File: config.mk
export PLATFORM = sky130hd
export DESIGN_NAME = serial_subtractor
export DESIGN_NICKNAME = d
export VERILOG_FILES = /design/src/rtl/serial_subtractor.sv
export SDC_FILE = /design/constraint.sdc
export NUM_CORES = 1
export LEC_CHECK = 0
export BUFFER_PORTS_ARGS = -buffer_cell sky130_fd_sc_hd__buf_2
export CELL_PAD_IN_SITES_DETAIL_PLACEMENT = 0
export CELL_PAD_IN_SITES_GLOBAL_PLACEMENT = 2
export CORE_MARGIN = 2
export CORE_UTILIZATION = 33
export DETAILED_ROUTE_END_ITERATION = 16
export HOLD_SLACK_MARGIN = 0.02
export PLACE_DENSITY_LB_ADDON = 0.1
export SLEW_MARGIN = 15
export SYNTH_ARGS = -nofsm -noshare
export SYNTH_HDL_FRONTEND = slang
export SYNTH_SLANG_ARGS = --single-unit
File: constraint.sdc
create_clock -name clk -period 4.1 [get_ports clk]
set_input_delay 0.41 -clock clk [delete_from_list [all_inputs] [get_ports clk]]
set_output_delay 0.41 -clock clk [all_outputs]
set_load 0.03 [all_outputs]
File: src/rtl/serial_subtractor.sv
// Bit-serial a - b: one difference bit per clock, LSB first, with valid/ready
// handshakes on both sides and borrow/overflow flags on the finished result.
module serial_subtractor #(
  parameter int WIDTH = 8
) (
  input  logic             clk,
  input  logic             rst_n,
  input  logic             in_valid,
  output logic             in_ready,
  input  logic [WIDTH-1:0] a,
  input  logic [WIDTH-1:0] b,
  output logic             out_valid,
  input  logic             out_ready,
  output logic [WIDTH-1:0] d,
  output logic             bout,
  output logic             ovf
);

  typedef enum logic [1:0] {S_IDLE, S_RUN, S_DONE} state_t;

  localparam int              CW       = $clog2(WIDTH);
  localparam logic [CW-1:0]   LAST_BIT = CW'(WIDTH - 1);

  state_t           r_state;
  state_t           w_state_next;
  logic [CW-1:0]    r_cnt;
  logic [WIDTH-1:0] r_a;
  logic [WIDTH-1:0] r_b;
  logic [WIDTH-2:0] r_acc;
  logic             r_br;

  logic             w_accept;
  logic             w_last;
  logic             w_d_bit;
  logic             w_br_next;
  logic [WIDTH-1:0] w_acc_full;

  assign w_accept   = (r_state == S_IDLE) && in_valid;
  assign w_last     = (r_state == S_RUN) && (r_cnt == LAST_BIT);
  assign w_d_bit    = r_a[0] ^ r_b[0] ^ r_br;
  assign w_br_next  = (~r_a[0] & r_b[0]) | (~(r_a[0] ^ r_b[0]) & r_br);
  // New bit enters at the top; after WIDTH shifts bit 0 holds the first result bit.
  assign w_acc_full = {w_d_bit, r_acc};

  always_ff @(posedge clk) begin
    if (!rst_n) begin
      r_state <= S_IDLE;
    end else begin
      r_state <= w_state_next;
    end
  end

  always_comb begin
    w_state_next = r_state;
    case (r_state)
      S_IDLE:  if (in_valid)  w_state_next = S_RUN;
      S_RUN:   if (w_last)    w_state_next = S_DONE;
      S_DONE:  if (out_ready) w_state_next = S_IDLE;
      default:                w_state_next = S_IDLE;
    endcase
  end

  always_comb begin
    in_ready  = (r_state == S_IDLE);
    out_valid = (r_state == S_DONE);
  end

  always_ff @(posedge clk) begin
    if (!rst_n) begin
      r_a   <= '0;
      r_b   <= '0;
      r_acc <= '0;
      r_br  <= 1'b0;
      r_cnt <= '0;
      d     <= '0;
      bout  <= 1'b0;
      ovf   <= 1'b0;
    end else if (w_accept) begin
      r_a   <= a;
      r_b   <= b;
      r_br  <= 1'b0;
      r_cnt <= '0;
    end else if (r_state == S_RUN) begin
      r_a   <= r_a >> 1;
      r_b   <= r_b >> 1;
      r_acc <= w_acc_full[WIDTH-1:1];
      r_br  <= w_br_next;
      r_cnt <= r_cnt + CW'(1);
      // Outputs change only when the whole result is ready; on this edge r_a[0]/r_b[0] are the sign bits.
      if (w_last) begin
        d    <= w_acc_full;
        bout <= w_br_next;
        ovf  <= (r_a[0] != r_b[0]) && (w_d_bit != r_a[0]);
      end
    end
  end

endmodule

# Yosys cells after proc, flatten, opt, wreduce, memory -nomap -nowiden

Index checks and enable logic that the tools add are counted.

Order comparisons: 0
Add/sub/neg operators: 1
Shift-type cells: 0
Eq/ne operators: 8
$mul: 0
Divide/modulo/power cells: 0
Mux-type cells: 8
Bitwise gates (word level): 9
Reductions and logical operators: 9

Operators with widths:

| cell                  | number |
|---|---|
| $mux W8               | 4 |
| $mux W2               | 3 |
| $pmux W2 S3           | 1 |
| $reduce_and A3 Y1     | 2 |
| $ne A2 B2 Y1 const B  | 2 |
| $not A1 Y1            | 4 |
| $add A3 B1 Y3 const B | 1 |
| $eq A3 B3 Y1 const B  | 1 |
| $logic_and A1 B1 Y1   | 3 |
| $and A1 B1 Y1         | 2 |
| $eq A2 B1 Y1 const B  | 1 |
| $eq A2 B2 Y1 const B  | 1 |
| $logic_not A2 Y1      | 1 |
| $ne A1 B1 Y1          | 2 |
| $ne A2 B1 Y1 const B  | 1 |
| $reduce_and A2 Y1     | 1 |
| $reduce_bool A2 Y1    | 1 |
| $reduce_or A2 Y1      | 1 |
| $xor A1 B1 Y1         | 2 |
| $or A1 B1 Y1          | 1 |

Bits in read-only memories: 0
Latch bits: 0
Memories kept: 0
Input port bits: 20
Word-level logic and storage cells: 44
Bits in registers: 39
RAM bits: 0
Output and inout port bits: 12

# Logic depth before layout (Yosys ltp)

Depth in word-level cells: 4
Gate-level depth with buffers: 6
Gate-level depth less buffers: 5

# Least setup slack after synthesis

No wires, ideal clock.

Path kind: reg2reg
Start: reg r_a[0]
End: reg ovf
Stages on the path, launching flop included: 5
Slack: 2.720 ns
Arrival time: 1.279 ns
Period minus slack after synthesis: 1.380 ns
Setup time: 0.101 ns
Path buffers: 0
Cell sequence: dfxtp_1 inv_1 fa_1 xor2_1 o41ai_1

Cells in the longest elaborated chain, start to end: 4

RTL lines:

| what                       | RTL line | text |
|---|---|---|
| start: declaration         | 27       | `logic [WIDTH-1:0] r_a;` |
| start signal: assignment   | 84       | `r_a <= r_a >> 1;` |
| $xor A1 B1 Y1 (2 in a row) | 40       | `assign w_d_bit = r_a[0] ^ r_b[0] ^ r_br;` |
| $ne A1 B1 Y1               | 93       | `ovf <= (r_a[0] != r_b[0]) && (w_d_bit != r_a[0]);` |
| $logic_and A1 B1 Y1 *      | 93       |  |
| end signal: assignment     | 93       |  |
| end: declaration           | 16       | `output logic ovf` |

Mark *: on every way between the ends. The rest lies on a longest branch, timed or not.
A chain may end at the register's enable or synchronous reset.

# Worst setup path after layout

Start: reg r_state[0]
End: reg r_acc[6]

Cells in the longest elaborated chain, start to end: 4

RTL lines:

| what                                 | RTL line | text |
|---|---|---|
| start: declaration                   | 24       | `state_t r_state;` |
| start signal: assignment             | 49       | `r_state <= w_state_next;` |
| $logic_not A2 Y1                     | 38       | `assign w_accept = (r_state == S_IDLE) && in_valid;` |
| $logic_and A1 B1 Y1                  | 38       |  |
| $not A1 Y1 (no source line)          | --       |  |
| $reduce_and A2 Y1 (no source line) * | --       |  |
| end signal: assignment               | 86       | `r_acc <= w_acc_full[WIDTH-1:1];` |
| end: declaration                     | 29       | `logic [WIDTH-2:0] r_acc;` |

Marks and branches as above.

==> summary.txt <==
Final Cycle Share -> 0.420
Mapped cell area -> 1610 sq um
Initial antenna violation count -> 0
PD cells -> 398 nW/um^2
Max-slew violations -> 0
Critical path arrival -> 1.91 ns
Hold Path Sink -> r_a[7]
RSZ-0062 raised after global routing -> false
Peak supply drop -> 150 uV
H-tree lvl count -> 2
Reg2Reg Setup Slack -> 2.38 ns
Clock buffer depth -> 2
Hold path cells -> 3
Crit-path max cell delay -> 0.75 ns
Min Tclk post-route -> 1.72 ns
Final setup fails -> 0
YS warnings -> 0
CP endpoint kind -> flop
Max-slew headroom -> 0.360
Post-Synthesis Cells -> 197
Vias per cell -> 5.04
Total power -> 721 uW
Clock Tree Root -> clkbuf_8
Synthesized area per cell -> 8.15 sq um
RR Endpoint -> r_acc[6]
Post-cts sizing count -> 0
Largest net degree at the start of global routing -> 25
Num CTS Buffers -> 5
Synth area leaders -> dfxtp_1 49%, a21oi_1 14%, nand2_1 11%
Layout cells sized above 1 -> 0.183
Synth top area share -> 0.486
Reg2Reg Depth -> 3
Number of buffers added on ports -> 31
Seq/Total Area, Yosys -> 0.486
Full die area -> 5440 sq um
MaxCap Viol Count -> 0
Post-synth top flop -> dfxtp_1
Final Hold Fails -> 0
DR pass1 iterations -> 4
Vias in the first global route -> 1357
Row cnt -> 25
Initial Util -> 0.342
Number of flops mapped to enable cells by yosys -> 0
Critical path fanouts, max -> 24
Final antenna-violating net count -> 0
Final wirelength -> 3.51 mm
Buffers inserted by post-CTS timing repair -> 0
WL per Instance -> 12.9 um
Unique cell type count in the Yosys netlist -> 26
Remaining Overflow, GRT -> 0
Async set-or-reset flop fraction in the synthesized netlist -> 0
Drc violations -> 0
Global-route wire length before repair -> 6.06 mm
Clk sinks -> 39
HP Class -> input pin to flop
CP startpoint kind -> flop
Clock Skews -> 0.00335 ns
Worst slew pin tran -> 0.960 ns
Reg2reg start -> r_state[0]
Area Overhead vs Synth -> 13.0%
Drt first-iter violations -> 48
Vias -> 1377
HPWL after DPL -> 2.31 mm
CP required -> 4.29 ns
Diode count -> 0
Post-synth top area cell -> dfxtp_1
Setup CP Type -> flop to flop
Worst hold path startpoint -> a[7]
Fmax -> 580 MHz
Yosys reg bits -> 39
Gr usage total -> 0.146
Layout filler cell count -> 513
Core area -> 4690 sq um
Post-Syn Nets -> 221
Setup_tns -> 0 ns
Critical Path Slowest Stage Cell -> and2b_1
Nets -> 244
Die extent in x -> 73.7 um
CTS tree -> yes
Static Leak -> 0.712 nW
Origin of the worst setup path -> r_state[0]
Hold Buf Count CTS -> 0
Number of I/O pins -> 32
GP Congestion -> 0.747
Clk Latency, worst-skew pair -> 0.28 ns
Clock slew at reported path FFs -> 0.07 ns
Die Y-Extent -> 73.7 um
Cell Chain, Critical Path -> and2b_1 > nor2_1 > a211oi_1
Outcome -> finished, final reports clean
[layer usage]
metal  vias to the layer above  GRT usage  wire length, um
met5                         -          0                0
met4                         0     0.0667               43
met3                         6     0.0370              152
met2                        27      0.254             1700
met1                       639      0.167             1610
li1                        705          -                -
[synthesized netlist by cell type (3+ instances only)]
cell type,instances
nand2_1,49
buf_2,6
a21oi_1,46
ha_1,3
clkbuf_1,5
dfxtp_1,39
nor2_1,9
o21ai_0,12
nor2b_1,3
nand3_1,3
[worst max-delay path: cells and delay by family, from the launching register on]
family / cells / cell delay, ns
simple gates: 2 / 0.83
compound gates: 1 / 0.24
flops: 1 / 0.56
[layout by cell type (no fill, tap or decap), types with 3 or more instances in the layout]
| master | n |
|---|---|
| buf_2 | 31 |
| clkbuf_8 | 5 |
| dfxtp_1 | 39 |
| o21ai_0 | 12 |
| nor2b_1 | 3 |
| nand2_1 | 49 |
| ha_1 | 3 |
| nor2_1 | 9 |
| nand3_1 | 3 |
| a21oi_1 | 46 |
[final cells by class]
type | instances | area, sq um | share of cell area
flip-flops and latches | 39 | 781 | 0.430
multi-input cells | 141 | 731 | 0.403
repair buffers | 31 | 155 | 0.0855
clock buffers | 6 | 72.6 | 0.0400
well taps | 54 | 67.6 | 0.0372
inverters | 2 | 7.51 | 0.00414
[sequential cells by signal, summed over array words and instances (netlist names)]
signal and count:
bout 1, d 8, ovf 1, r_a 8, r_acc 7, r_b 8
r_br 1, r_cnt 3, r_state 2
[worst max-delay path by stage]
| stage | endpoint | slack, ns | cells past startpoint |
|---|---|---|---|
| finish | r_acc[6] | 2.38 | 3 |
| CTS | r_acc[6] | 2.33 | 3 |
| detailed placement | r_acc[6] | 2.35 | 3 |
| floorplan | ovf | 2.72 | 4 |
| global placement | r_a[6] | 2.38 | 3 |
| global route | r_acc[6] | 2.12 | 3 |
[cell families after synthesis]
family	after synthesis	synth area share
simple gates	71	0.194
compound gates	64	0.214
flops	39	0.486
buf+inv	17	0.0585
fa+ha+maj	4	0.0359
xor+xnor	2	0.0109
[power breakdown]
part	switching, mW	internal [mW]
logic	0.0485	0.0314
registers	0.0126	0.396
clock network	0.119	0.113
[metrics by stage]
| step | worst slack (ns) | utilization | area [sq um] | cells | hold slack (ns) |
|---|---|---|---|---|---|
| 2_1_floorplan | 2.72 | - | 1610 | 197 | 0.430 |
| 3_3_place_gp | 2.38 | 0.371 | 1740 | 267 | 0.438 |
| 3_5_place_dp | 2.35 | 0.371 | 1740 | 267 | 0.447 |
| 4_1_cts | 2.33 | 0.387 | 1810 | 273 | 0.351 |
| 5_1_grt | 2.12 | 0.387 | 1810 | 273 | 0.373 |
| 6_report | 2.38 | 0.387 | 1810 | 273 | 0.366 |
Power figures use the tool's default switching activity.
